## src/rtl/sim_run_ctrl_if.sv

```systemverilog
// Bench-facing bundle for the run controller: start/pc/data-write bus in, run results out.
// Master is the bench side; slave is the controller.
interface sim_run_ctrl_if #(
    parameter int AW = 32,
    parameter int DW = 32,
    parameter int CW = 32
);
    logic          start;
    logic [AW-1:0] pc;
    logic          dmem_we;
    logic [AW-1:0] dmem_addr;
    logic [DW-1:0] dmem_wdata;
    logic          core_rst_n;
    logic          done;
    logic          pass;
    logic [1:0]    status;
    logic [DW-1:0] exit_code;
    logic [CW-1:0] cycles;

    modport master (
        output start, pc, dmem_we, dmem_addr, dmem_wdata,
        input  core_rst_n, done, pass, status, exit_code, cycles
    );

    modport slave (
        input  start, pc, dmem_we, dmem_addr, dmem_wdata,
        output core_rst_n, done, pass, status, exit_code, cycles
    );
endinterface

```

## src/rtl/sim_run_ctrl.sv

```systemverilog
// Simulation run controller: sequences core reset, counts run cycles, ends on TOHOST store or timeout.
// Optional PC_HANG_DETECT_EN adds a stuck-pc detector that ends the run with exit_code all-ones.
module sim_run_ctrl #(
    parameter int              AW          = 32,
    parameter int              DW          = 32,
    parameter int              CW          = 32,
    parameter int              RST_CYCLES  = 1,
    parameter int              MAX_CYCLES  = 200,
    parameter logic [AW-1:0]   TOHOST_ADDR = 'h100,
    parameter int              HANG_CYCLES = 16
) (
    input  logic           clk,
    input  logic           rst,
    sim_run_ctrl_if.slave  bus
);
    localparam int            RW       = (RST_CYCLES > 1) ? $clog2(RST_CYCLES + 1) : 1;
    localparam logic [CW-1:0] LAST_CYC = CW'(MAX_CYCLES - 1);

    typedef enum logic [1:0] {S_IDLE, S_RESET, S_RUN, S_DONE} state_t;

    state_t        state_q;
    logic [RW-1:0] rst_cnt_q;
    logic          core_rst_n_q;
    logic          done_q;
    logic          pass_q;
    logic [1:0]    status_q;
    logic [DW-1:0] exit_code_q;
    logic [CW-1:0] cycles_q;

    logic hit;
    logic timeout;
    logic hang;

    assign hit     = bus.dmem_we && (bus.dmem_addr == TOHOST_ADDR);
    assign timeout = (cycles_q == LAST_CYC);

`ifdef PC_HANG_DETECT_EN
    localparam int HW = $clog2(HANG_CYCLES + 1);

    logic [AW-1:0] pc_prev_q;
    logic [HW-1:0] hang_cnt_q;
    logic          pc_same;

    // The first RUN cycle has no meaningful previous pc, so it never counts as unchanged.
    assign pc_same = (state_q == S_RUN) && (cycles_q != '0) && (bus.pc == pc_prev_q);
    assign hang    = pc_same && (hang_cnt_q == HW'(HANG_CYCLES - 1));

    always_ff @(posedge clk or posedge rst) begin
        if (rst) begin
            pc_prev_q  <= '0;
            hang_cnt_q <= '0;
        end else begin
            pc_prev_q  <= bus.pc;
            hang_cnt_q <= pc_same ? hang_cnt_q + 1'b1 : '0;
        end
    end
`else
    logic unused_pc;

    assign hang      = 1'b0;
    assign unused_pc = ^bus.pc;
`endif

    always_ff @(posedge clk or posedge rst) begin
        if (rst) begin
            state_q      <= S_IDLE;
            rst_cnt_q    <= '0;
            core_rst_n_q <= 1'b0;
            done_q       <= 1'b0;
            pass_q       <= 1'b0;
            status_q     <= 2'b00;
            exit_code_q  <= '0;
            cycles_q     <= '0;
        end else begin
            case (state_q)
                S_IDLE, S_DONE: begin
                    if (bus.start) begin
                        state_q      <= S_RESET;
                        rst_cnt_q    <= RW'(RST_CYCLES);
                        core_rst_n_q <= 1'b0;
                        done_q       <= 1'b0;
                        pass_q       <= 1'b0;
                        status_q     <= 2'b00;
                        exit_code_q  <= '0;
                        cycles_q     <= '0;
                    end
                end
                S_RESET: begin
                    if (rst_cnt_q == RW'(1)) begin
                        state_q      <= S_RUN;
                        core_rst_n_q <= 1'b1;
                    end else begin
                        rst_cnt_q <= rst_cnt_q - 1'b1;
                    end
                end
                S_RUN: begin
                    // Exit edges leave cycles untouched so DONE reports the cycle that ended the run.
                    if (hit) begin
                        state_q      <= S_DONE;
                        core_rst_n_q <= 1'b0;
                        done_q       <= 1'b1;
                        exit_code_q  <= bus.dmem_wdata;
                        pass_q       <= (bus.dmem_wdata == DW'(1));
                        status_q     <= (bus.dmem_wdata == DW'(1)) ? 2'b01 : 2'b10;
                    end else if (hang) begin
                        state_q      <= S_DONE;
                        core_rst_n_q <= 1'b0;
                        done_q       <= 1'b1;
                        exit_code_q  <= '1;
                        pass_q       <= 1'b0;
                        status_q     <= 2'b10;
                    end else if (timeout) begin
                        state_q      <= S_DONE;
                        core_rst_n_q <= 1'b0;
                        done_q       <= 1'b1;
                        exit_code_q  <= '0;
                        pass_q       <= 1'b0;
                        status_q     <= 2'b11;
                    end else begin
                        cycles_q <= cycles_q + 1'b1;
                    end
                end
                default: state_q <= S_IDLE;
            endcase
        end
    end

    assign bus.core_rst_n = core_rst_n_q;
    assign bus.done       = done_q;
    assign bus.pass       = pass_q;
    assign bus.status     = status_q;
    assign bus.exit_code  = exit_code_q;
    assign bus.cycles     = cycles_q;
endmodule

```

## src/flat_wrapper.sv

```systemverilog
// flat-port wrapper written by rule: the top's interface ports become plain ports
module sim_run_ctrl_flat 
#(
    parameter int              AW          = 32,
    parameter int              DW          = 32,
    parameter int              CW          = 32,
    parameter int              RST_CYCLES  = 1,
    parameter int              MAX_CYCLES  = 200,
    parameter logic [AW-1:0]   TOHOST_ADDR = 'h100,
    parameter int              HANG_CYCLES = 16
)
  (clk, rst, bus_start, bus_pc, bus_dmem_we, bus_dmem_addr, bus_dmem_wdata, bus_core_rst_n, bus_done, bus_pass, bus_status, bus_exit_code, bus_cycles);
  sim_run_ctrl_if #(.AW(AW), .DW(DW), .CW(CW)) bus_i ();
  input  logic clk;
  input  logic rst;
  input wire logic [$bits(bus_i.start)-1:0] bus_start;
  input wire logic [$bits(bus_i.pc)-1:0] bus_pc;
  input wire logic [$bits(bus_i.dmem_we)-1:0] bus_dmem_we;
  input wire logic [$bits(bus_i.dmem_addr)-1:0] bus_dmem_addr;
  input wire logic [$bits(bus_i.dmem_wdata)-1:0] bus_dmem_wdata;
  output wire logic [$bits(bus_i.core_rst_n)-1:0] bus_core_rst_n;
  output wire logic [$bits(bus_i.done)-1:0] bus_done;
  output wire logic [$bits(bus_i.pass)-1:0] bus_pass;
  output wire logic [$bits(bus_i.status)-1:0] bus_status;
  output wire logic [$bits(bus_i.exit_code)-1:0] bus_exit_code;
  output wire logic [$bits(bus_i.cycles)-1:0] bus_cycles;
  assign bus_i.start = bus_start;
  assign bus_i.pc = bus_pc;
  assign bus_i.dmem_we = bus_dmem_we;
  assign bus_i.dmem_addr = bus_dmem_addr;
  assign bus_i.dmem_wdata = bus_dmem_wdata;
  assign bus_core_rst_n = bus_i.core_rst_n;
  assign bus_done = bus_i.done;
  assign bus_pass = bus_i.pass;
  assign bus_status = bus_i.status;
  assign bus_exit_code = bus_i.exit_code;
  assign bus_cycles = bus_i.cycles;
  sim_run_ctrl #(.AW(AW), .DW(DW), .CW(CW), .RST_CYCLES(RST_CYCLES), .MAX_CYCLES(MAX_CYCLES), .TOHOST_ADDR(TOHOST_ADDR), .HANG_CYCLES(HANG_CYCLES)) u_core (.clk(clk), .rst(rst), .bus(bus_i));
endmodule
```

## config.mk

```make
export PLATFORM = sky130hd
export DESIGN_NAME = sim_run_ctrl_flat
export DESIGN_NICKNAME = d
export VERILOG_FILES = /design/src/rtl/sim_run_ctrl_if.sv /design/src/rtl/sim_run_ctrl.sv /design/src/flat_wrapper.sv
export SDC_FILE = /design/constraint.sdc
export NUM_CORES = 1
export LEC_CHECK = 0
export ABC_AREA = 1
export CORE_AREA = 2 2 107 109
export CTS_BUF_LIST = sky130_fd_sc_hd__clkbuf_8
export DETAILED_ROUTE_END_ITERATION = 10
export DIE_AREA = 0 0 109 111
export PLACE_DENSITY_LB_ADDON = 0.05
export SYNTH_ARGS = -nofsm -noshare
export SYNTH_HDL_FRONTEND = slang
export SYNTH_SLANG_ARGS = --single-unit
```

## constraint.sdc

```tcl
create_clock -name clk -period 3.1 [get_ports clk]
set_input_delay 0.93 -clock clk [delete_from_list [all_inputs] [get_ports clk]]
set_output_delay 0.93 -clock clk [all_outputs]
set_load 0.005 [all_outputs]
```

==> impl_results.md <==
* Initial antenna violation count at 0
* Yosys warning count at 0
* Hold Path Class: reg -> reg
* Clock Path Buffers at 2
* DRT iter0 DRCs at between 300 and 400
* Io pins at roughly 170
* Fin. max-slew vios at 0
* WP data arrival at between 2000 and 3000 ps
* WS Path Type: in -> reg
* First-pass GRT wire length at 26200 um
* CP Capture Type: flip-flop
* Unrepaired setup endpoints after global routing: no
* Clock latency on the worst-skew pair at 380 ps
* Cts repair resizes at 0
* Worst Tran Pin Value at 855 ps
* Min Tclk post-route at roughly 2500 ps
* All-Layer GR Usage at between 20 and 30%
* Final net count at about 1000
* Post-DRT Antenna Nets at 0
* Share of the synthesized area in the top cell type at ~37%
* Hold Vio Cnt, Final at 0
* Req. time, crit path at between 3000 and 4000 ps
* Worst slew margin at a little over two fifths
* Clk slew on worst S/H paths at approximately 80 ps
* Lkg Pwr at between 2 and 3 nW
* Post-CTS Setup Bufs at 0
* CTS Buf Count at 9
* Vias in the first global route at 5449
* Worst R2R Path Depth at 10
* Congestion Overflow GR at 0
* Sum of negative setup slack at 0 ps
* Post-Synthesis Cells at about 790
* Pin count of the biggest net entering global routing at 44
* Flops & latches, synth at a little over 70
* Area delta synth->final at 35.2%
* Status: completed
* Dpl hpwl at between 10000 and 15000 um
* Post-synth top area cell: dfrtp_1
* Crit path buffers/inverters at 2
* Initial DRT Pass Iterations at 5
* Crit path depth at 10
* Post-Syn Area at between 4000 and 5000 um^2
* Worst Skew at roughly 9.9 ps
* CTS tree: yes
* Max_cap viols at 0
* CP dominant cell by count: nand2_1
* Peak VDD IR at 0.426 mV
* Final WL at about 16000 um
* Vias/cell at approximately 5.1
* Crit-path leading delay family: simple AND/OR/NAND/NOR gates
* Cell Count, Final, Fillers Out at between 1000 and 1500
* Slowest cell on the critical path: clkdlybuf4s50_1
* Startpoint types: input port
* Netlist cell types at 25
* RePlAce Congestion at between 0.9 and 1
* Period utilization at around four fifths
* Die Footprint at 12100 um^2
* Hold_buf cts at 0
* # H-tree levels at 3
* Peak Freq at a little over 400 MHz
* Post-synthesis sequential area ratio at between 30% and 40%
* # DRC at 0
* Via Count at roughly 5500
* Finish-stage setup viols at 0
* Syn_nets at about 900
* Routed length per instance at 14.6 um
* Synth Area per Inst at 6.14 um^2
* Diode count at 0
* Min-Delay Path Depth at 2
* Number of clock sinks at 72
* CP Cell Sequence: clkdlybuf4s50_1 -> inv_1 -> nor3_1 -> nand2_1 -> nor2_1 -> nand3_1 -> nand2_4 -> nand2_4 -> nand2_1 -> nand2_1
* Total core area at approximately 11000 um^2
* CP max stage delay at roughly 500 ps
* IO buf count at 136
* Clk root buf: clkbuf_8
* Row Count at 39
* Synth area leaders: dfrtp_1 37%, nand2_1 24%, nor2_1 14%
* Die extent in x at 109 um
* Starting Density at a little over two fifths
* Layout cells sized above 1 at roughly 4.2%
* CP Max Fanout at 36
* Cell Count Post-Placement at roughly 1100
* Hold WS at 475 ps
* Cell Pwr Density at around 450 nW/um^2
* Die Y at between 100 and 150 um
==> flip-flops by register name, summed over array words and instances (netlist names) <==
name                   count
u_core.bus.done            1
u_core.rst_cnt_q           1
u_core.bus.cycles         32
u_core.bus.exit_code      32
u_core.state_q             2
u_core.bus.core_rst_n      1
u_core.bus.pass            1
u_core.bus.status          2
==> path summary, 6_finish.rpt <==
path                                               start                  endpoint  slack, ps
min in group asynchronous                            rst     u_core.bus.cycles[10]       1040
worst max register to register      u_core.bus.cycles[0]     u_core.bus.cycles[29]       1000
worst min-delay path            u_core.bus.exit_code[30]  u_core.bus.exit_code[30]        470
max in group asynchronous                            rst   u_core.bus.exit_code[7]       1440
worst min register to register  u_core.bus.exit_code[30]  u_core.bus.exit_code[30]        470
worst max-delay path                         bus_dmem_we  u_core.bus.exit_code[14]        640
==> worst register-to-register path, stage by stage, from the launching register on <==
cell     delay (ps)
dfrtp_1         450
ha_1            260
nand2_2         100
nor2_1          110
nand2_1          60
nor2_1          140
nand2_1         110
o21ai_1         100
nand2_2         350
nand3_1         240
nand2_1          60
==> routing by layer <==
| layer | track usage [%] | vias to the layer above | routed length, um |
|---|---|---|---|
| met3 | 6.64 | 25 | 895 |
| met1 | 33.0 | 2539 | 6590 |
| met5 | 0 | - | 0 |
| met2 | 46.4 | 152 | 7670 |
| li1 | - | 2743 | - |
| met4 | 10.9 | 0 | 402 |
==> placed cells by master (no fill, tap or decap), types with 3 or more instances in the layout <==
| cell type | count |
|---|---|
| xor2_1 | 5 |
| buf_12 | 3 |
| inv_1 | 50 |
| buf_4 | 6 |
| nand2_1 | 311 |
| nand3_1 | 54 |
| nor2_1 | 188 |
| dfrtp_1 | 72 |
| nor3_1 | 8 |
| nor2_2 | 5 |
| nand4_1 | 39 |
| o21ai_0 | 7 |
| nand2_2 | 3 |
| ha_1 | 3 |
| clkbuf_8 | 11 |
| clkdlybuf4s50_1 | 136 |
| a21oi_1 | 9 |
==> through the flow <==
| step | instance area, um^2 | utilization (%) | worst slack, ps | power [W] |
|---|---|---|---|---|
| after floorplan | 4870 | - | 345 | 0.00180 |
| after global placement | 6370 | 57.6 | 304 | 0.00215 |
| after detailed placement | 6370 | 57.6 | 241 | 0.00217 |
| after CTS | 6580 | 59.4 | 641 | 0.00299 |
| after global routing | 6580 | 59.4 | 493 | 0.00316 |
| final | 6580 | 59.4 | 644 | 0.00296 |
==> final cells by class <==
| cell class | count | area [um^2] |
|---|---|---|
| clock buffers | 11 | 151 |
| fillers | 1109 | 4490 |
| clock inverters | 5 | 56.3 |
| well taps | 143 | 179 |
| multi-input cells | 642 | 2740 |
| flip-flops and latches | 72 | 1800 |
| repair buffers | 145 | 1470 |
| inverters | 51 | 191 |
==> report_power, final <==
group	leakage, nW	switching [W]	internal [W]
Sequential	0.994	0.0000299	0.000971
Clock	0.111	0.000395	0.000415
Combinational	1.89	0.000822	0.000327
==> logic make-up (layout without fill, tap and decap cells) <==
family | after synthesis | count (layout) | synth area share (%)
buf+inv | 79 | 212 | 6.91
fa+ha+maj | 4 | 4 | 1.03
flops | 72 | 72 | 37.0
simple gates | 614 | 614 | 52.0
xor+xnor | 7 | 7 | 1.26
compound gates | 17 | 17 | 1.75
==> synthesized netlist by cell type <==
| library cell | instances |
|---|---|
| nor3_1 | 8 |
| buf_6 | 3 |
| a21oi_1 | 9 |
| nand2_4 | 2 |
| dfrtp_1 | 72 |
| nand2_2 | 3 |
| clkbuf_1 | 9 |
| nor3b_1 | 1 |
| o21ai_0 | 7 |
| nand3b_1 | 1 |
| nand4_1 | 39 |
| xnor2_1 | 2 |
| o21ai_1 | 1 |
| nand2_1 | 311 |
| xor2_1 | 5 |
| nor2_4 | 1 |
| ha_1 | 4 |
| nor2_1 | 188 |
| nor2_2 | 6 |
| inv_2 | 1 |
| buf_1 | 2 |
| clkbuf_2 | 1 |
| nand3_1 | 54 |
| buf_2 | 13 |
| inv_1 | 50 |
Power figures use the tool's default switching activity.
